`config.mk`:
```
export PLATFORM = sky130hd
export DESIGN_NAME = seg7_scan_drv_flat
export DESIGN_NICKNAME = d
export VERILOG_FILES = /design/src/rtl/seg7_scan_drv_if.sv /design/src/rtl/seg7_scan_drv.sv /design/src/flat_wrapper.sv
export SDC_FILE = /design/constraint.sdc
export NUM_CORES = 1
export LEC_CHECK = 0
export ABC_CLOCK_PERIOD_IN_PS = 2610
export BUFFER_PORTS_ARGS = -buffer_cell sky130_fd_sc_hd__buf_4
export CORE_MARGIN = 3
export CORE_UTILIZATION = 59
export CTS_BUF_LIST = sky130_fd_sc_hd__clkbuf_2 sky130_fd_sc_hd__clkbuf_4 sky130_fd_sc_hd__clkbuf_8
export CTS_CLUSTER_DIAMETER = 200
export DETAILED_ROUTE_END_ITERATION = 7
export GPL_ROUTABILITY_DRIVEN = 0
export PLACE_DENSITY = 0.82
export SETUP_SLACK_MARGIN = 0.3
export SYNTH_ARGS = -nofsm -noshare
export SYNTH_HDL_FRONTEND = slang
export SYNTH_SLANG_ARGS = --single-unit
```
`constraint.sdc`:
```
create_clock -name clk_i -period 2.61 [get_ports clk_i]
set_clock_uncertainty 0.2 [all_clocks]
set_input_delay 0.1305 -clock clk_i [delete_from_list [all_inputs] [get_ports clk_i]]
set_output_delay 0.1305 -clock clk_i [all_outputs]
set_load 0.02 [all_outputs]
```
`src/rtl/seg7_scan_drv_if.sv`:
```
// Digit-code inputs and display drive outputs of the 4-digit 7-segment scanner.
// Optional macro ASICW_DIM_EN adds the dim_i brightness code.
interface seg7_scan_drv_if;
  logic [3:0] min0_i;
  logic [3:0] min1_i;
  logic [3:0] hour0_i;
  logic [3:0] hour1_i;
  logic       blink_i;
`ifdef ASICW_DIM_EN
  logic [1:0] dim_i;
`endif
  logic [6:0] seg_o;
  logic [3:0] dig_o;
  logic       colon_o;
  logic       frame_o;

`ifdef ASICW_DIM_EN
  modport master (
    output min0_i, min1_i, hour0_i, hour1_i, blink_i, dim_i,
    input  seg_o, dig_o, colon_o, frame_o
  );
  modport slave (
    input  min0_i, min1_i, hour0_i, hour1_i, blink_i, dim_i,
    output seg_o, dig_o, colon_o, frame_o
  );
`else
  modport master (
    output min0_i, min1_i, hour0_i, hour1_i, blink_i,
    input  seg_o, dig_o, colon_o, frame_o
  );
  modport slave (
    input  min0_i, min1_i, hour0_i, hour1_i, blink_i,
    output seg_o, dig_o, colon_o, frame_o
  );
`endif
endinterface

```
`src/rtl/seg7_scan_drv.sv`:
```
// Time-multiplexed hh:mm 7-segment driver with per-slot blanking and per-frame snapshot.
// Optional macro ASICW_DIM_EN enables 4-level brightness via dim_i.
module seg7_scan_drv #(
  parameter int unsigned SCAN_DIV  = 1000,
  parameter int unsigned BLANK_CYC = 16,
  parameter int unsigned LZ_BLANK  = 1
) (
  input  logic            clk_i,
  input  logic            rstn_i,
  seg7_scan_drv_if.slave  bus
);

  localparam logic [15:0] C_LAST  = 16'(SCAN_DIV - 1);
  localparam logic [15:0] C_BLANK = 16'(BLANK_CYC);

  typedef enum logic {S_BLANK, S_SHOW} state_t;

  function automatic logic [6:0] seg_decode(input logic [3:0] code);
    logic [6:0] seg;
    case (code)
      4'd0:    seg = 7'h3F;
      4'd1:    seg = 7'h06;
      4'd2:    seg = 7'h5B;
      4'd3:    seg = 7'h4F;
      4'd4:    seg = 7'h66;
      4'd5:    seg = 7'h6D;
      4'd6:    seg = 7'h7D;
      4'd7:    seg = 7'h07;
      4'd8:    seg = 7'h7F;
      4'd9:    seg = 7'h6F;
      default: seg = 7'h40;
    endcase
    return seg;
  endfunction

  state_t           r_state;
  logic [15:0]      r_cnt;
  logic [1:0]       r_idx;
  logic [3:0][3:0]  r_snap;
  logic [6:0]       r_seg;
  logic [3:0]       r_dig;
  logic             r_colon;
  logic             r_frame;

  logic             w_wrap;
  logic             w_frame_start;
  logic             w_lz;
  logic             w_dim_ok;
  logic             w_on;
  logic [6:0]       w_seg_lit;
  logic [3:0]       w_dig_lit;

`ifdef ASICW_DIM_EN
  logic [1:0]       r_dim;
  logic [15:0]      w_off;

  // Lit length of the SHOW window: ((4 - dim) * L) >> 2, L = SCAN_DIV - BLANK_CYC.
  function automatic logic [17:0] lit_len(input logic [1:0] dim);
    logic [17:0] l;
    logic [17:0] mul;
    l   = 18'(SCAN_DIV - BLANK_CYC);
    mul = 18'(3'd4 - {1'b0, dim});
    return (mul * l) >> 2;
  endfunction

  assign w_off    = r_cnt - C_BLANK;
  assign w_dim_ok = ({2'b00, w_off} < lit_len(r_dim));
`else
  assign w_dim_ok = 1'b1;
`endif

  assign w_wrap        = (r_cnt == C_LAST);
  assign w_frame_start = (r_cnt == 16'd0) && (r_idx == 2'd0);
  assign w_lz          = (LZ_BLANK != 0) && (r_idx == 2'd3) && (r_snap[3] == 4'd0);
  assign w_on          = !w_lz && w_dim_ok;
  assign w_seg_lit     = w_on ? seg_decode(r_snap[r_idx]) : 7'd0;
  assign w_dig_lit     = w_on ? (4'b0001 << r_idx) : 4'd0;

  always_ff @(posedge clk_i or negedge rstn_i) begin
    if (!rstn_i) begin
      r_state <= S_BLANK;
      r_cnt   <= '0;
      r_idx   <= '0;
      r_snap  <= '0;
      r_seg   <= '0;
      r_dig   <= '0;
      r_colon <= 1'b0;
      r_frame <= 1'b0;
`ifdef ASICW_DIM_EN
      r_dim   <= '0;
`endif
    end else begin
      r_cnt   <= w_wrap ? 16'd0 : r_cnt + 16'd1;
      if (w_wrap)
        r_idx <= r_idx + 2'd1;
      r_colon <= bus.blink_i;
      r_frame <= w_frame_start;

      // All four codes are captured together so a frame never mixes two times.
      if (w_frame_start) begin
        r_snap[0] <= bus.min0_i;
        r_snap[1] <= bus.min1_i;
        r_snap[2] <= bus.hour0_i;
        r_snap[3] <= bus.hour1_i;
`ifdef ASICW_DIM_EN
        r_dim     <= bus.dim_i;
`endif
      end

      case (r_state)
        S_BLANK: begin
          if (r_cnt == C_BLANK) begin
            r_state <= S_SHOW;
            r_seg   <= w_seg_lit;
            r_dig   <= w_dig_lit;
          end else begin
            r_seg   <= '0;
            r_dig   <= '0;
          end
        end
        S_SHOW: begin
          // cnt has wrapped to 0: the new slot opens with its blanking interval.
          if (r_cnt == 16'd0) begin
            r_state <= S_BLANK;
            r_seg   <= '0;
            r_dig   <= '0;
          end else begin
            r_seg   <= w_seg_lit;
            r_dig   <= w_dig_lit;
          end
        end
        default: begin
          r_state <= S_BLANK;
          r_seg   <= '0;
          r_dig   <= '0;
        end
      endcase
    end
  end

  assign bus.seg_o   = r_seg;
  assign bus.dig_o   = r_dig;
  assign bus.colon_o = r_colon;
  assign bus.frame_o = r_frame;

endmodule
```
`src/flat_wrapper.sv`:
```
// flat-port wrapper written by rule: the top's interface ports become plain ports
module seg7_scan_drv_flat 
#(
  parameter int unsigned SCAN_DIV  = 1000,
  parameter int unsigned BLANK_CYC = 16,
  parameter int unsigned LZ_BLANK  = 1
)
  (clk_i, rstn_i, bus_min0_i, bus_min1_i, bus_hour0_i, bus_hour1_i, bus_blink_i, bus_seg_o, bus_dig_o, bus_colon_o, bus_frame_o);
  seg7_scan_drv_if bus_i ();
  input  logic clk_i;
  input  logic rstn_i;
  input wire logic [$bits(bus_i.min0_i)-1:0] bus_min0_i;
  input wire logic [$bits(bus_i.min1_i)-1:0] bus_min1_i;
  input wire logic [$bits(bus_i.hour0_i)-1:0] bus_hour0_i;
  input wire logic [$bits(bus_i.hour1_i)-1:0] bus_hour1_i;
  input wire logic [$bits(bus_i.blink_i)-1:0] bus_blink_i;
  output wire logic [$bits(bus_i.seg_o)-1:0] bus_seg_o;
  output wire logic [$bits(bus_i.dig_o)-1:0] bus_dig_o;
  output wire logic [$bits(bus_i.colon_o)-1:0] bus_colon_o;
  output wire logic [$bits(bus_i.frame_o)-1:0] bus_frame_o;
  assign bus_i.min0_i = bus_min0_i;
  assign bus_i.min1_i = bus_min1_i;
  assign bus_i.hour0_i = bus_hour0_i;
  assign bus_i.hour1_i = bus_hour1_i;
  assign bus_i.blink_i = bus_blink_i;
  assign bus_seg_o = bus_i.seg_o;
  assign bus_dig_o = bus_i.dig_o;
  assign bus_colon_o = bus_i.colon_o;
  assign bus_frame_o = bus_i.frame_o;
  seg7_scan_drv #(.SCAN_DIV(SCAN_DIV), .BLANK_CYC(BLANK_CYC), .LZ_BLANK(LZ_BLANK)) u_core (.clk_i(clk_i), .rstn_i(rstn_i), .bus(bus_i));
endmodule
```
==> results of run 1 <==
[placed cells by master (no fill, tap or decap), drive strengths merged, types with 2 or more instances in the layout]
master        n
clkbuf        8
dfrtp        48
and2          4
inv          11
dlygate4sd3  18
nor3         10
xor2          8
xnor2         7
mux2i         2
nor4b         2
nor2         12
nor2b         3
nand2         7
buf          37
mux2         18
nand4         4
nand3         7
o21ai         2
mux4          4
nor4          5
and3          3
o22a          2
ha           11
[kinds of logic (layout without fill, tap and decap cells)]
group	after synthesis	in the layout	synth area share, %
muxes	24	24	13.7
DFF	48	48	52.0
xor gates and xnor gates	15	15	5.69
AOI/OAI and AO/OA	8	8	2.60
and+or+nand+nor	61	61	16.0
buffers and inverters	17	74	4.01
adders and majority gates	11	11	5.96
[power groups by stage]
stage	registers, uW	logic (uW)	clock network (uW)
finish	775	136	462
global route	777	150	499
CTS	775	135	473
detailed placement	790	113	0
global placement	790	108	0
floorplan	800	42.4	0
[stage by stage]
step / std cells / power [uW]
floorplan: 184 / 843
global placement: 260 / 898
detailed placement: 260 / 903
CTS: 286 / 1380
global route: 289 / 1430
finish: 289 / 1370
[sequential cells by signal, summed over array words and instances, names as in the netlist]
register / flops
u_core.r_idx: 2
u_core.r_state: 1
u_core.bus.dig_o: 4
u_core.bus.frame_o: 1
u_core.bus.seg_o: 7
u_core.bus.colon_o: 1
u_core.r_cnt: 16
u_core.r_snap: 16
[area by class of cell]
cell class | count | area [um2] | area share, %
sequential | 48 | 1200 | 41.6
multi-input combinational | 119 | 1030 | 35.7
timing repair buffer | 55 | 458 | 15.8
clock buffer | 8 | 97.6 | 3.37
tap | 48 | 60.1 | 2.08
inverter | 11 | 41.3 | 1.43
[routing by layer]
layer	up-vias	track usage (%)	routed length [um]
met5	-	0	0
met4	0	9.18	69
met3	7	3.89	220
met2	48	33.6	2120
met1	738	27.0	1940
li1	745	-	-
[worst register-to-register path, delay by kind of cell, from the launching register on]
| kind | cells | cell delay (ps) |
|---|---|---|
| flops | 1 | 390 |
| mux | 1 | 330 |
| fa+ha+maj | 1 | 230 |
| simple gates | 3 | 950 |
[worst max path at each step]
| stage | from | to | slack, ps | cells past startpoint |
|---|---|---|---|---|
| 3_5_place_dp | u_core.r_idx[0] | u_core.bus.seg_o[4] | 240 | 7 |
| 6_report | u_core.r_cnt[0] | u_core.r_idx[1] | 400 | 5 |
| 2_1_floorplan | u_core.r_idx[0] | u_core.bus.seg_o[4] | 480 | 8 |
| 3_3_place_gp | u_core.r_idx[0] | u_core.bus.seg_o[4] | 380 | 7 |
| 5_1_grt | u_core.r_cnt[11] | u_core.r_snap[11] | 280 | 5 |
| 4_1_cts | u_core.r_idx[0] | u_core.bus.seg_o[4] | 310 | 7 |
[what timing repair did]
action	in CTS	in global routing
hold buffers	18	0
gates resized for setup	1	3
pin swaps	0	0
setup buffers	0	3
cloned	0	0
hold endpoints to repair	65	0
setup endpoints to repair	1	17
==> results.toml, run 1 <==
[synth]
syn-cell-area_um2 = 2310
ys.flop_type = "dfrtp_1"
synth_area_leaders = "dfrtp_1 52%, mux2_2 8.3%, ha_1 6.0%"
yosys_warnings = 0
ys_ff_latch = 48
synth_commonest_cells = "48 x dfrtp_1, 17 x mux2_2, 12 x nor2_1"
synth_area_leader_cell = "dfrtp_1"
avgSynthCellArea_um2 = 12.5
synth_edf_count = 0
async_reset_ff_share_pct = 100
yosysMostFrequentCell = "dfrtp_1"
synth_top_area_share_pct = 52.0
synth_nets = 214
synth-seq-area-share_pct = 52.0
synth.distinct_cells = 37
syn_inst = 184

[route]
drtIter0Drc = 98
wl_per_cell_um = 15.1
vias = 1538
drcViolationCount = 0
postRouteAntennaNets = 0
dr.pass1.iters = 4
wirelength_mm = 4.35
viasPerCell = 5.32

[cells_and_area]
n_antenna_cell = 0
post-route-util_pct = 77.8
n_fill_cell = 235
design_area_um2 = 2890
area_growth_pct = 25.3
drive_above_1_share_pct = 32.8
final_net_count = 270

[die]
die_y_um = 68.6
core_um2 = 3720
die_area_um2 = 4700
die_w_um = 68.6
io_pins = 32
row_count = 22
initial_core_util_pct = 62.1

[cts]
cts_sinks = 48
clk_path_buf_depth = 2
clk_latency_ps = 290
numCtsBuffers = 5
htreeDepth = 2
clkTransAtPathRegs_ps = 80
cts_tree = "done"
root_buffer = "clkbuf_8"

[critical_path]
r2r_cells = 5
max_stage_delay_ps = 550
crit_path_end_kind = "flop"
r2r_end = "u_core.r_idx[1]"
path_delay_family = "simple AND/OR/NAND/NOR gates"
path_max_fanout = 5
r2r_start = "u_core.r_cnt[0]"
worstPathRequired_ps = 2590
crit_slowest_cell = "or4b_4"
path_cells = "ha_1 > nand2_1 > or4b_4 > nor3_4 > mux2_4"
timing_worst_setup_path_type = "flop to flop"
r2r_slack_ps = 400
worst-path-buf-inv = 0
critPathArrivalTime_ps = 2190
cp-start-kind = "flop"

[sta]
rsz0062_at_grt = "true"
finalSetupViolCount = 0
fin_ws_ps = 399
slew_headroom_pct = 61.3
final_hold_viol_count = 0
drv_slew = 0
tns_ps = 0
fin_crit_sh_pct = 84.7
fin_crit_ps = 2210
hold_slack_ps = 184
worstMarginPinSlew_ps = 581
max_freq_ghz = 0.452

[grt]
grtUsageTotal_pct = 20.7
grt_pass1_wl_mm = 7.09
overflow = 0
grt_max_degree = 49
antenna_found_initial = 0
first_global_vias = 1550

[power]
swShare_pct = 21.6
powerDensity_nw_per_um2 = 475
leakagePower_uw = 0.00132
combPwrFrac_pct = 9.9
power.switching_uw = 297
ir_drop_v = 0.000382
seqPwrFrac_pct = 56.4
p_clk_share_pct = 33.6
intPower_uw = 1080

[placed_design]
io_buffers = 31
dp_hpwl_mm = 2.93
pre_cts_slack_ps = 241
post_dp_cell_area_um2 = 2570

[min_path]
hold_class = "input port to async pin"

[run]
maxCapViolations = 0

[run_status]
outcome = "finished, final reports clean"
Note: power is estimated with default switching activity, not from simulation.
==> inputs of run 2 (changes only) <==
- ABC_AREA: unset -> 1
- ABC_CLOCK_PERIOD_IN_PS: 2610 -> 2100
- CORE_UTILIZATION: 59 -> 60
- clock period: 2.61 -> 2.1 ns (I/O delays scaled with it)
==> results.toml, run 2 <==
[run_status]
outcome = "finished, violations left"
violations = "negative setup slack"

[power]
power.switching_uw = 472
p_clk_share_pct = 38.7
seqPwrFrac_pct = 50.1
combPwrFrac_pct = 11.2
power_uw = 1940
swShare_pct = 24.3
powerDensity_nw_per_um2 = 554
leakagePower_uw = 0.00180
intPower_uw = 1470
ir_drop_v = 0.000537

[cts]
htreeDepth = 2
cts_tree = "done"
numCtsBuffers = 5
root_buffer = "clkbuf_8"
clk_latency_ps = 320
clkTransAtPathRegs_ps = 90
clk_path_buf_depth = 2
cts_sinks = 48

[run]
maxCapViolations = 0

[sta]
slew_headroom_pct = 60.4
max_freq_ghz = 0.476
rsz0062_at_grt = "true"
final_hold_viol_count = 0
fin_ws_ps = -1.66
drv_slew = 0
finalSetupViolCount = 1
tns_ps = -1.66
fin_crit_ps = 2100
fin_crit_sh_pct = 100
worstMarginPinSlew_ps = 594

[synth]
synth-seq-area-share_pct = 48.7
ys.flop_type = "dfrtp_1"
synth_area_leaders = "dfrtp_1 49%, nand2_1 17%, nor2_1 6.2%"
avgSynthCellArea_um2 = 7.96
syn_inst = 310
synth_nets = 340
syn-cell-area_um2 = 2470
synth_commonest_cells = "111 x nand2_1, 48 x dfrtp_1, 41 x nor2_1"
yosys_warnings = 0
synth_area_leader_cell = "dfrtp_1"
synth_edf_count = 0
yosysMostFrequentCell = "nand2_1"
ys_ff_latch = 48
synth.distinct_cells = 19
synth_top_area_share_pct = 48.7
async_reset_ff_share_pct = 100

[die]
die_y_um = 70.1
die_w_um = 70.1
core_um2 = 3800
initial_core_util_pct = 65.0
die_area_um2 = 4920
io_pins = 32
row_count = 22

[critical_path]
worstPathRequired_ps = 2150
max_stage_delay_ps = 420
cp-start-kind = "flop"
r2r_start = "u_core.r_cnt[1]"
timing_worst_setup_path_type = "flop to flop"
critPathArrivalTime_ps = 2150
r2r_cells = 11
r2r_end = "u_core.r_snap[14]"
cp_common_cell = "nand2_1"
path_cells = "inv_2 > ha_4 > inv_2 > nor2_2 > nand2_1 > nor2_2 > nand3_2 > nor2_4 > buf_12 > nand2_1 > nand2_1"
crit_slowest_cell = "dfrtp_1"
path_max_fanout = 7
crit_path_end_kind = "flop"
r2r_slack_ps = -2

[cells_and_area]
layout.cells.non_filler = 432
drive_above_1_share_pct = 34.6
layout_common_cells = "82 x nand2_1, 47 x buf_4, 46 x dfrtp_1"
area_growth_pct = 42.0
multi_input_area_um2 = 1370
n_antenna_cell = 0
layout.cells.most_common = "nand2_1"
n_fill_cell = 122
final-seq-area_um2 = 1200
final_net_count = 413
design_area_um2 = 3500

[route]
drtIter0Drc = 417
vias = 2673
dr.pass1.iters = 7
viasPerCell = 6.19
postRouteAntennaNets = 0
wl_per_cell_um = 20.8
wirelength_mm = 8.97
drcViolationCount = 0

[placed_design]
dp_hpwl_mm = 3.42
pre_cts_slack_ps = 140
post_dp_cell_area_um2 = 2720
io_buffers = 31
place_inst = 384

[min_path]
hold_class = "input port to async pin"

[grt]
first_global_vias = 2168
grt_pass1_wl_mm = 9.99
overflow = 0
antenna_found_initial = 0
grtUsageTotal_pct = 25.6
grt_max_degree = 49
run 2: per-layer routing:
| layer | GRT usage (%) | wire (um) | up-vias |
|---|---|---|---|
| met5 | 0 | 0 | - |
| met4 | 10.6 | 592 | 0 |
| met3 | 3.88 | 967 | 63 |
| met2 | 44.9 | 4270 | 249 |
| met1 | 31.3 | 3140 | 1272 |
| li1 | - | - | 1089 |
run 2: cell families after synthesis:
family                     count (synthesis)  synth area share (%)
AOI/OAI and AO/OA                          1                 0.203
xor gates and xnor gates                  13                  4.61
adders and majority gates                 11                  5.58
buffers and inverters                     39                  7.10
DFF                                       48                  48.7
and+or+nand+nor                          198                  33.9
run 2: metrics by stage:
| stage | hold slack [ps] | util [%] |
|---|---|---|
| floorplan | -391 | - |
| global placement | -54.6 | 71.6 |
| detailed placement | -52.2 | 71.6 |
| CTS | 154 | 81.9 |
| global route | 180 | 92.3 |
| finish | 125 | 92.3 |
run 2: worst max-delay path by stage:
stage,end,cells past startpoint,startpoint
after floorplan,u_core.bus.seg_o[3],11,u_core.r_idx[0]
after global placement,u_core.bus.seg_o[3],10,u_core.r_idx[0]
after detailed placement,u_core.bus.seg_o[4],12,u_core.r_idx[0]
after CTS,u_core.bus.seg_o[4],11,u_core.r_idx[1]
after global routing,u_core.r_snap[14],11,u_core.r_cnt[1]
final,u_core.r_snap[14],11,u_core.r_cnt[1]
run 2: layout make-up:
type                       count  share of cell area [%]
clock inverter                 1                   0.857
timing repair buffer          69                    17.1
tap                           48                    1.71
clock buffer                   7                    2.75
inverter                      34                    4.00
multi-input combinational    224                    39.1
timing repair inverter         1                   0.107
sequential                    48                    34.3
run 2: repair_timing:
action                                  CTS  global route
endpoints found under the setup margin   23            37
resized for setup                         8            80
setup buffers                             7            12
pin swaps                                 2            16
gates cloned                              1             2
endpoints found under the hold margin    65             0
hold buffers                             18             0
run 2: power groups by stage:
stage | Combinational (uW) | Clock, uW | Sequential [uW]
floorplan | 54.2 | 0 | 996
global placement | 139 | 0 | 984
detailed placement | 143 | 0 | 984
CTS | 170 | 735 | 966
global route | 234 | 774 | 974
finish | 218 | 751 | 972
run 2: worst max-delay path, delay by kind of cell (launching register included):
family                   cells  cell delay, ps
flip-flops                   1             420
buffers and inverters        3             290
AND/OR/NAND/NOR              7             990
adder cells (fa/ha/maj)      1             140
==> inputs of run 3 (changes only) <==
- ABC_AREA: 1 -> 0
- CAP_MARGIN: unset -> 5
- CORE_UTILIZATION: 60 -> 59
==> results.toml, run 3 (synthesized netlist as in run 1, its figures left out) <==
[die]
core_um2 = 3720
initial_core_util_pct = 62.1
row_count = 22
die_area_um2 = 4700
io_pins = 32
die_w_um = 68.6
die_y_um = 68.6

[cells_and_area]
drive_above_1_share_pct = 51.5
layout.cells.most_common = "buf_4"
layout_common_cells = "56 x buf_4, 40 x dfrtp_1, 18 x mux2_4, 18 x dlygate4sd3_1"
layout.cells.non_filler = 320
area_growth_pct = 49.9
n_antenna_cell = 0
final_net_count = 301

[grt]
grtUsageTotal_pct = 25.2
first_global_vias = 1844
overflow = 0
antenna_found_initial = 0
grt_pass1_wl_mm = 8.56
grt_max_degree = 49

[route]
vias = 2022
drtIter0Drc = 291
viasPerCell = 6.32
wl_per_cell_um = 25.6
postRouteAntennaNets = 0
dr.pass1.iters = 4
wirelength_mm = 8.18
drcViolationCount = 0

[power]
ir_drop_v = 0.000618
leakagePower_uw = 0.00158
powerDensity_nw_per_um2 = 550

[critical_path]
cp-start-kind = "flop"
worstPathRequired_ps = 2110
r2r_start = "u_core.r_cnt[3]"
path_max_fanout = 8
critPathArrivalTime_ps = 2330
timing_worst_setup_path_type = "flop to flop"
crit_start = "u_core.r_cnt[3]"
crit_path_end_kind = "flop"

[sta]
tns_ps = -3490
fin_ws_ps = -227
drv_slew = 0
final_hold_viol_count = 0
finalSetupViolCount = 29
hold_slack_ps = 141
fin_crit_ps = 2330
worstMarginPinSlew_ps = 746
slew_headroom_pct = 49.8
fin_crit_sh_pct = 111
max_freq_ghz = 0.430
rsz0062_at_grt = "true"

[placed_design]
place_inst = 270
io_buffers = 31
dp_hpwl_mm = 3.24

[min_path]
hold_class = "input port to async pin"

[cts]
clkTransAtPathRegs_ps = 100
clk_path_buf_depth = 2
clk_latency_ps = 310
htreeDepth = 2
numCtsBuffers = 5
cts_tree = "done"
cts_sinks = 48
root_buffer = "clkbuf_8"

[run_status]
outcome = "finished, violations left"
violations = "negative setup slack"

[run]
maxCapViolations = 0
## run 3: changes by cell type in the layout (fill, tap and decap cells not counted), sizes merged, moves of 3 or more
cell	previous run	this run
and3	0	3
buf	50	65
inv	34	12
mux2	0	18
mux4	0	5
nand2	113	7
nand3	32	7
nor2	46	12
nor2b	0	3
nor3	2	10
nor4	0	5
xnor2	0	7
xor2	13	8
## run 3: worst paths after layout
kind                                      end  slack, ps  cells after the start
max                         u_core.r_snap[13]       -230                      6
min reg2reg                  u_core.r_cnt[15]        290                      1
min                          u_core.r_cnt[12]        140                      2
max reg2reg                 u_core.r_snap[13]       -230                      6
max in group asynchronous     u_core.r_cnt[5]       1130                      2
min in group clk_i         u_core.bus.colon_o        260                      2
## run 3: repair_timing
action / CTS / global route
gates cloned: 1 / 2
hold endpoints to repair: 65 / 0
gates resized for setup: 9 / 49
hold buffers: 18 / 0
pin swaps: 11 / 7
setup endpoints to repair: 34 / 42
setup buffers: 10 / 11
## run 3: worst max-delay path, stage by stage, from the launching register on
cell and delay, ps:
dfrtp_1 500, nor4_2 490, nand3_2 190, nor3_4 200, buf_12 150, clkbuf_16 160, mux2_4 320
## run 3: area by class of cell
| class | count | area [um2] |
|---|---|---|
| clock buffers | 5 | 68.8 |
| clock inverters | 3 | 46.3 |
| fillers | 111 | 255 |
| inverters | 11 | 41.3 |
| multi-input cells | 120 | 1260 |
| flip-flops and latches | 48 | 1210 |
| well taps | 48 | 60.1 |
| repair buffers | 85 | 773 |
## run 3: where the power goes
| part | switching [uW] | leakage (uW) | internal, uW | total (uW) |
|---|---|---|---|---|
| registers | 23.1 | 0.000580 | 951 | 974 |
| clock network | 348 | 0.0000548 | 359 | 708 |
| logic | 99.8 | 0.000945 | 120 | 220 |
| total | 471 | 0.00158 | 1430 | 1900 |
## run 3: stage by stage
| step | setup WS, ps | instance area, um2 | util [%] | power [uW] |
|---|---|---|---|---|
| after floorplan | 0.296 | 2360 | - | 1050 |
| after global placement | 8.01 | 2710 | 72.9 | 1120 |
| after detailed placement | -50.5 | 2710 | 72.9 | 1130 |
| after CTS | 30.5 | 3140 | 84.4 | 1830 |
| after global routing | -281 | 3460 | 93.1 | 1960 |
| final | -227 | 3460 | 93.1 | 1900 |
## run 3: layer usage
metal / part of all wire, % / global-route usage [%] / vias up
li1: - / - / 814
met5: 0 / 0 / -
met3: 8.7 / 5.51 / 56
met1: 34 / 30.8 / 993
met2: 50 / 43.9 / 159
met4: 6.9 / 8.93 / 0
